### config.mk
export PLATFORM = sky130hd
export DESIGN_NAME = mem_port_arbiter
export DESIGN_NICKNAME = d
export VERILOG_FILES = /design/src/rtl/mem_arb_pkg.sv /design/src/rtl/arb_timeout_cnt.sv /design/src/rtl/mem_port_arbiter.sv
export SDC_FILE = /design/constraint.sdc
export NUM_CORES = 1
export LEC_CHECK = 0
export ABC_AREA = 1
export BUFFER_PORTS_ARGS = -buffer_cell sky130_fd_sc_hd__buf_2
export CAP_MARGIN = 25
export CORE_MARGIN = 2
export CORE_UTILIZATION = 45
export CTS_BUF_LIST = sky130_fd_sc_hd__clkbuf_4 sky130_fd_sc_hd__clkbuf_8 sky130_fd_sc_hd__clkbuf_16
export DETAILED_ROUTE_END_ITERATION = 16
export GPL_ROUTABILITY_DRIVEN = 0
export PLACE_DENSITY = 0.78
export SLEW_MARGIN = 0
export SYNTH_ARGS = -nofsm -noshare
export SYNTH_HDL_FRONTEND = slang
export SYNTH_SLANG_ARGS = --single-unit
### constraint.sdc
create_clock -name clk -period 3 [get_ports clk]
set_input_delay 0.3 -clock clk [delete_from_list [all_inputs] [get_ports clk]]
set_output_delay 0.3 -clock clk [all_outputs]
set_load 0.01 [all_outputs]
### src/rtl/mem_arb_pkg.sv
// mem_arb_pkg: shared types and constants for the memory port arbiter.
//   state_e   : arbiter FSM states (IDLE, BUSY, DONE)
//   OWN_*     : encoding of the debug owner output
package mem_arb_pkg;

   typedef enum logic [1:0] {
      IDLE = 2'd0,
      BUSY = 2'd1,
      DONE = 2'd2
   } state_e;

   localparam logic [1:0] OWN_NONE = 2'd0;
   localparam logic [1:0] OWN_IF   = 2'd1;
   localparam logic [1:0] OWN_LS   = 2'd2;

endpackage

### src/rtl/arb_timeout_cnt.sv
// arb_timeout_cnt: counts cycles spent waiting for the memory and flags
// when TIMEOUT cycles have elapsed.
//   clk, reset : clock, synchronous active-high reset
//   clear      : forces the count back to zero
//   enable     : advances the count by one per cycle
//   expired    : high while the count equals TIMEOUT-1 (count holds there)
module arb_timeout_cnt #(
   parameter int unsigned TIMEOUT = 64
) (
   input  logic clk,
   input  logic reset,
   input  logic clear,
   input  logic enable,
   output logic expired
);

   localparam int unsigned CW = $clog2(TIMEOUT);
   localparam logic [CW-1:0] LAST = CW'(TIMEOUT - 1);

   logic [CW-1:0] cnt_q, cnt_d;

   assign expired = (cnt_q == LAST);

   always_comb begin
      cnt_d = cnt_q;
      if (clear) begin
         cnt_d = '0;
      end else if (enable && !expired) begin
         cnt_d = cnt_q + 1'b1;
      end
   end

   always_ff @(posedge clk) begin
      if (reset) begin
         cnt_q <= '0;
      end else begin
         cnt_q <= cnt_d;
      end
   end

endmodule

### src/rtl/mem_port_arbiter.sv
// mem_port_arbiter: shares one memory port between instruction fetch (read
// only) and the load/store unit. Load/store wins ties, except that after
// MAX_LS_STREAK consecutive load/store grants taken while fetch was waiting,
// fetch is granted once. One transaction at a time: IDLE -> BUSY -> DONE.
//
// Ports:
//   clk, reset                   clock, synchronous active-high reset
//   if_req/if_addr               fetch request (level) and address
//   if_ack/if_rdata/if_err       fetch completion pulse, data, timeout flag
//   ls_req/ls_we/ls_addr/
//   ls_wdata/ls_be               load/store request and fields
//   ls_ack/ls_rdata/ls_err       load/store completion pulse, data, timeout flag
//   mem_req/mem_we/mem_addr/
//   mem_wdata/mem_be             registered memory transaction
//   mem_rdata/mem_ack            memory read data and completion
//   owner                        0 none, 1 fetch, 2 load/store (debug)
//
// Build option: define ARB_TIMEOUT_EN to abort a BUSY phase after TIMEOUT
// cycles without mem_ack (ack returned with err=1, rdata=0). Without it BUSY
// waits forever and the err outputs are constant 0.
module mem_port_arbiter
   import mem_arb_pkg::*;
#(
   parameter int unsigned AW            = 32,
   parameter int unsigned DW            = 32,
   parameter int unsigned MAX_LS_STREAK = 4,
   parameter int unsigned TIMEOUT       = 64
) (
   input  logic              clk,
   input  logic              reset,
   input  logic              if_req,
   input  logic [AW-1:0]     if_addr,
   output logic              if_ack,
   output logic [DW-1:0]     if_rdata,
   output logic              if_err,
   input  logic              ls_req,
   input  logic              ls_we,
   input  logic [AW-1:0]     ls_addr,
   input  logic [DW-1:0]     ls_wdata,
   input  logic [DW/8-1:0]   ls_be,
   output logic              ls_ack,
   output logic [DW-1:0]     ls_rdata,
   output logic              ls_err,
   output logic              mem_req,
   output logic              mem_we,
   output logic [AW-1:0]     mem_addr,
   output logic [DW-1:0]     mem_wdata,
   output logic [DW/8-1:0]   mem_be,
   input  logic [DW-1:0]     mem_rdata,
   input  logic              mem_ack,
   output logic [1:0]        owner
);

   localparam int unsigned SW = $clog2(MAX_LS_STREAK + 1);
   localparam logic [SW-1:0] STREAK_MAX = SW'(MAX_LS_STREAK);

   state_e            state_q, state_d;
   logic [SW-1:0]     streak_q, streak_d;
   logic [1:0]        owner_q, owner_d;
   logic              mem_req_q, mem_req_d;
   logic              mem_we_q, mem_we_d;
   logic [AW-1:0]     mem_addr_q, mem_addr_d;
   logic [DW-1:0]     mem_wdata_q, mem_wdata_d;
   logic [DW/8-1:0]   mem_be_q, mem_be_d;
   logic              if_ack_q, if_ack_d;
   logic              ls_ack_q, ls_ack_d;
   logic [DW-1:0]     if_rdata_q, if_rdata_d;
   logic [DW-1:0]     ls_rdata_q, ls_rdata_d;
   logic              timeout_hit;
   logic              grant_ls;
   logic [DW-1:0]     rdata_v;

   always_comb begin
      state_d     = state_q;
      streak_d    = streak_q;
      owner_d     = owner_q;
      mem_req_d   = mem_req_q;
      mem_we_d    = mem_we_q;
      mem_addr_d  = mem_addr_q;
      mem_wdata_d = mem_wdata_q;
      mem_be_d    = mem_be_q;
      if_ack_d    = 1'b0;
      ls_ack_d    = 1'b0;
      if_rdata_d  = if_rdata_q;
      ls_rdata_d  = ls_rdata_q;
      grant_ls    = 1'b0;
      rdata_v     = '0;
      unique case (state_q)
         IDLE: begin
            if (if_req || ls_req) begin
               // Fetch only wins a tie once load/store has had its full streak.
               grant_ls  = ls_req && (!if_req || (streak_q != STREAK_MAX));
               state_d   = BUSY;
               mem_req_d = 1'b1;
               if (grant_ls) begin
                  owner_d     = OWN_LS;
                  mem_we_d    = ls_we;
                  mem_addr_d  = ls_addr;
                  mem_wdata_d = ls_wdata;
                  mem_be_d    = ls_be;
                  if (!if_req) begin
                     streak_d = '0;
                  end else if (streak_q != STREAK_MAX) begin
                     streak_d = streak_q + 1'b1;
                  end
               end else begin
                  owner_d     = OWN_IF;
                  mem_we_d    = 1'b0;
                  mem_addr_d  = if_addr;
                  mem_wdata_d = '0;
                  mem_be_d    = '1;
                  streak_d    = '0;
               end
            end
         end
         BUSY: begin
            if (mem_ack || timeout_hit) begin
               state_d   = DONE;
               mem_req_d = 1'b0;
               // Stores and aborted transactions return zero data.
               if (mem_ack && !mem_we_q) begin
                  rdata_v = mem_rdata;
               end
               if (owner_q == OWN_IF) begin
                  if_ack_d   = 1'b1;
                  if_rdata_d = rdata_v;
               end else begin
                  ls_ack_d   = 1'b1;
                  ls_rdata_d = rdata_v;
               end
            end
         end
         DONE: begin
            state_d = IDLE;
            owner_d = OWN_NONE;
         end
         default: begin
            state_d = IDLE;
         end
      endcase
   end

   always_ff @(posedge clk) begin
      if (reset) begin
         state_q     <= IDLE;
         streak_q    <= '0;
         owner_q     <= OWN_NONE;
         mem_req_q   <= 1'b0;
         mem_we_q    <= 1'b0;
         mem_addr_q  <= '0;
         mem_wdata_q <= '0;
         mem_be_q    <= '0;
         if_ack_q    <= 1'b0;
         ls_ack_q    <= 1'b0;
         if_rdata_q  <= '0;
         ls_rdata_q  <= '0;
      end else begin
         state_q     <= state_d;
         streak_q    <= streak_d;
         owner_q     <= owner_d;
         mem_req_q   <= mem_req_d;
         mem_we_q    <= mem_we_d;
         mem_addr_q  <= mem_addr_d;
         mem_wdata_q <= mem_wdata_d;
         mem_be_q    <= mem_be_d;
         if_ack_q    <= if_ack_d;
         ls_ack_q    <= ls_ack_d;
         if_rdata_q  <= if_rdata_d;
         ls_rdata_q  <= ls_rdata_d;
      end
   end

`ifdef ARB_TIMEOUT_EN
   logic expired;
   logic if_err_q, if_err_d;
   logic ls_err_q, ls_err_d;

   // Counter sits at zero outside BUSY, so it restarts on every BUSY entry.
   arb_timeout_cnt #(
      .TIMEOUT (TIMEOUT)
   ) u_timeout (
      .clk     (clk),
      .reset   (reset),
      .clear   (state_q != BUSY),
      .enable  (state_q == BUSY),
      .expired (expired)
   );

   assign timeout_hit = (state_q == BUSY) && expired;

   always_comb begin
      if_err_d = 1'b0;
      ls_err_d = 1'b0;
      // An ack arriving on the final cycle still counts as a normal completion.
      if (timeout_hit && !mem_ack) begin
         if (owner_q == OWN_IF) begin
            if_err_d = 1'b1;
         end else begin
            ls_err_d = 1'b1;
         end
      end
   end

   always_ff @(posedge clk) begin
      if (reset) begin
         if_err_q <= 1'b0;
         ls_err_q <= 1'b0;
      end else begin
         if_err_q <= if_err_d;
         ls_err_q <= ls_err_d;
      end
   end

   assign if_err = if_err_q;
   assign ls_err = ls_err_q;
`else
   assign timeout_hit = 1'b0;
   assign if_err      = 1'b0;
   assign ls_err      = 1'b0;
`endif

   assign if_ack    = if_ack_q;
   assign if_rdata  = if_rdata_q;
   assign ls_ack    = ls_ack_q;
   assign ls_rdata  = ls_rdata_q;
   assign mem_req   = mem_req_q;
   assign mem_we    = mem_we_q;
   assign mem_addr  = mem_addr_q;
   assign mem_wdata = mem_wdata_q;
   assign mem_be    = mem_be_q;
   assign owner     = owner_q;

endmodule
==> flow_summary_export.csv <==
group,metric,value,unit
die,die_x,118,um
place,place_inst,1244,
clock_network,hold_buffers,0,
global_route,track_usage,24.2,%
synth,ys_async_sr_fraction,0,%
sta,max_freq,464,MHz
run_status,status,"completed",
worst_setup_path,worst_r2r_path_depth,5,
worst_setup_path,path_class,"flop to flop",
synth,yosysSeqAreaShare,49.2,%
global_route,grt_pass1_wl,27300,um
die,fp.coreArea,12600,um^2
worst_setup_path,critPathLaunchType,"flop",
synth,syn_area_per_cell,6.91,um^2
clock_network,cts.clk_slew.worst_paths,0.06,ns
sta,tns,0,ns
power_and_ir_drop,p_comb_share,14.4,%
die,initial_core_util,46.1,%
global_route,grt_max_degree,86,
synth,synthFlopType,"dfxtp_1",
place,place_hpwl,11700,um
synth,synth_edf_count,0,
die,dieArea,13900,um^2
power_and_ir_drop,p_leak,4.14,nW
routing,wirelength,17000,um
sta,final-hold-violation-count,0,
synth,synth_area,5820,um^2
global_route,grt_remaining_overflow,0,
min_path,min_path_type,"primary input to flop",
synth,synthTopCellsByArea,"dfxtp_1 49%, nor2_1 14%, nand2_1 11%",
clock_network,cts_resized,0,
routing,postRouteAntennaNets,0,
routing,vias,6094,
synth,ys_warn_count,0,
power_and_ir_drop,power_density,625,nW/um^2
sta,finalCritPeriodShare,71.9,%
synth,ys_ff_latch,143,
global_route,met1_usage,30.0,%
power_and_ir_drop,clockPowerShare,43.5,%
global_route,use_met3,7.12,%
clock_network,cts.sinks,143,
worst_setup_path,cpPeakStageDelay,0.63,ns
die,rows,41,
routing,firstDrtPassIters,5,
global_route,grt_pass1_vias,5571,
power_and_ir_drop,ir_worst_vdd,0.000353,V
sta,slew_headroom,37.1,%
sta,fin_hold_ws,0.113,ns
worst_setup_path,cpMaxStageDelayCell,"nor2_2",
clock_network,cts_tree,"yes",
flow_run,max_cap_violations,0,
clock_network,clk_latency,0.42,ns
synth,synth_cells,842,
place,place_ws,0.879,ns
global_route,grtUsageMet2,39.8,%
clock_network,h-tree-depth,4,
clock_network,post_cts_buffers,0,
sta,period_needed,2.16,ns
worst_setup_path,required,3.34,ns
worst_setup_path,r2r_start,"state_q[1]",
routing,drc_errors,0,
synth,ys_types,22,
power_and_ir_drop,p_sw,1.28,mW
worst_setup_path,crit_path_start,"state_q[1]",
power_and_ir_drop,p_int,3.64,mW
sta,skew,0.0107,ns
worst_setup_path,crit_chain,"nor2_2 > nand3_1 > inv_2 > nand2_1 > a21oi_1",
sta,rsz0062_at_grt,"false",
worst_setup_path,cp-end-kind,"flop",
cells_and_area,syn_to_final_growth,35.3,%
die,ios,278,
routing,routed_via_density,4.78,
worst_setup_path,worstReg2RegEnd,"mem_wdata[22]",
sta,finalSetupViolCount,0,
place,portBuffers,275,
worst_setup_path,crit_fanout,35,
global_route,grt.busiest_layer,"met2",
cells_and_area,nNetsFinal,1231,
worst_setup_path,endpoint,"mem_wdata[22]",
worst_setup_path,r2r_setup_slack,0.84,ns
clock_network,clockRootBuffer,"clkbuf_16",
clock_network,numCtsBuffers,17,
die,die_h,118,um
routing,drtIter0Drc,550,
worst_setup_path,critPathArrivalTime,2.49,ns
clock_network,clk_path_buf_depth,2,
cells_and_area,final_cells,1276,
global_route,antenna_found_initial,1,
cells_and_area,post_route_cells_drive_above_1_share,29.7,%
sta,slew_viol_final,0,
sta,setup_ws,0.843,ns
synth,yosysTopAreaCellShare,49.2,%
sta,tightest_slew,0.944,ns
power_and_ir_drop,swShare,26.0,%
routing,routedWlPerCell,13.4,um
synth,synth_area_leader_cell,"dfxtp_1",
power_and_ir_drop,pwr-share-seq,42.1,%
==> cell usage after synthesis, types with 3 or more instances <==
| cell type | count |
|---|---|
| inv_1 | 72 |
| buf_4 | 3 |
| buf_1 | 4 |
| a21oi_1 | 56 |
| inv_2 | 5 |
| buf_2 | 22 |
| clkbuf_1 | 29 |
| nand2_1 | 174 |
| o21ai_1 | 23 |
| nand4_1 | 32 |
| o21ai_0 | 33 |
| dfxtp_1 | 143 |
| nor2_1 | 221 |
| nand3_1 | 15 |
==> worst max-delay path: cells and delay by family, from the launching register on <==
family / cells / cell delay (ns)
AOI/OAI and AO/OA: 1 / 0.15
and+or+nand+nor: 3 / 1.05
DFF: 1 / 0.34
buffers and inverters: 1 / 0.51
==> registers in the layout (all words and copies together) (netlist names) <==
register and count:
if_rdata 32, ls_rdata 32, mem_addr 32, mem_wdata 32, mem_be 4, streak_q 3
owner 2, state_q 2, if_ack 1, ls_ack 1, mem_req 1, mem_we 1
==> routing by layer <==
| metal | vias up | part of all wire, % |
|---|---|---|
| met5 | - | 0 |
| met4 | 0 | 1.9 |
| met3 | 23 | 7.8 |
| met2 | 234 | 47 |
| met1 | 2721 | 43 |
| li1 | 3116 | - |
==> layout make-up <==
cell class,count,area (um^2)
clock buffers,21,462
fillers,1216,4750
well taps,172,215
repair buffers,287,1480
multi-input cells,565,2420
inverters,77,289
clock inverters,10,138
flip-flops and latches,143,2860
diodes,1,2.50
==> power groups by stage <==
stage	combinational (mW)	clock (mW)	sequential, mW
3_3_place_gp	0.700	0	2.11
5_1_grt	0.792	2.26	2.08
6_report	0.708	2.14	2.07
4_1_cts	0.712	2.17	2.07
2_1_floorplan	0.364	0	2.16
3_5_place_dp	0.709	0	2.11
==> per-stage QoR <==
| step | utilization (%) | area [um^2] | power (mW) |
|---|---|---|---|
| 2_1_floorplan | - | 5820 | 2.52 |
| 3_3_place_gp | 57.6 | 7270 | 2.81 |
| 3_5_place_dp | 57.6 | 7270 | 2.82 |
| 4_1_cts | 62.4 | 7870 | 4.95 |
| 5_1_grt | 62.4 | 7870 | 5.13 |
| 6_report | 62.4 | 7870 | 4.92 |
==> how the worst min path moves through the flow <==
stage	from	end	slack, ns	depth (start not counted)
after global placement	mem_wdata[26]	mem_wdata[26]	0.45	2
after global routing	ls_wdata[20]	mem_wdata[20]	0.11	3
after detailed placement	mem_wdata[15]	mem_wdata[15]	0.45	2
final	ls_be[3]	mem_be[3]	0.11	3
after floorplan	ls_be[3]	mem_be[3]	0.43	2
after CTS	ls_be[3]	mem_be[3]	0.1	3
==> layout by cell type, fill, tap and decap left out <==
master      instances
buf_2             275
nor2_1            221
nand2_1           174
dfxtp_1           143
inv_1              72
a21oi_1            56
o21ai_0            33
nand4_1            32
o21ai_1            22
clkbuf_16          17
nand3_1            15
buf_4              11
inv_2               5
clkbuf_4            3
bufinv_16           3
clkinv_2            3
nand2_4             2
ha_1                2
conb_1              2
clkinvlp_4          2
diode_2             1
nand3_2             1
nor2_2              1
o21ai_4             1
or2_1               1
o21a_1              1
xnor2_1             1
clkbuf_8            1
clkinv_4            1
inv_6               1
buf_12              1
==> cells by family (layout without fill, tap and decap cells) <==
| family | after synthesis | after routing | synth area share (%) |
|---|---|---|---|
| AO/OA/AOI/OAI | 113 | 113 | 9.77 |
| XOR/XNOR | 1 | 1 | 0.151 |
| adder cells (fa/ha/maj) | 2 | 2 | 0.430 |
| buffers and inverters | 135 | 395 | 9.38 |
| flip-flops | 143 | 143 | 49.2 |
| other | 1 | 3 | 0.0645 |
| AND/OR/NAND/NOR | 447 | 447 | 31.0 |
(Power assumes the default switching activity.)
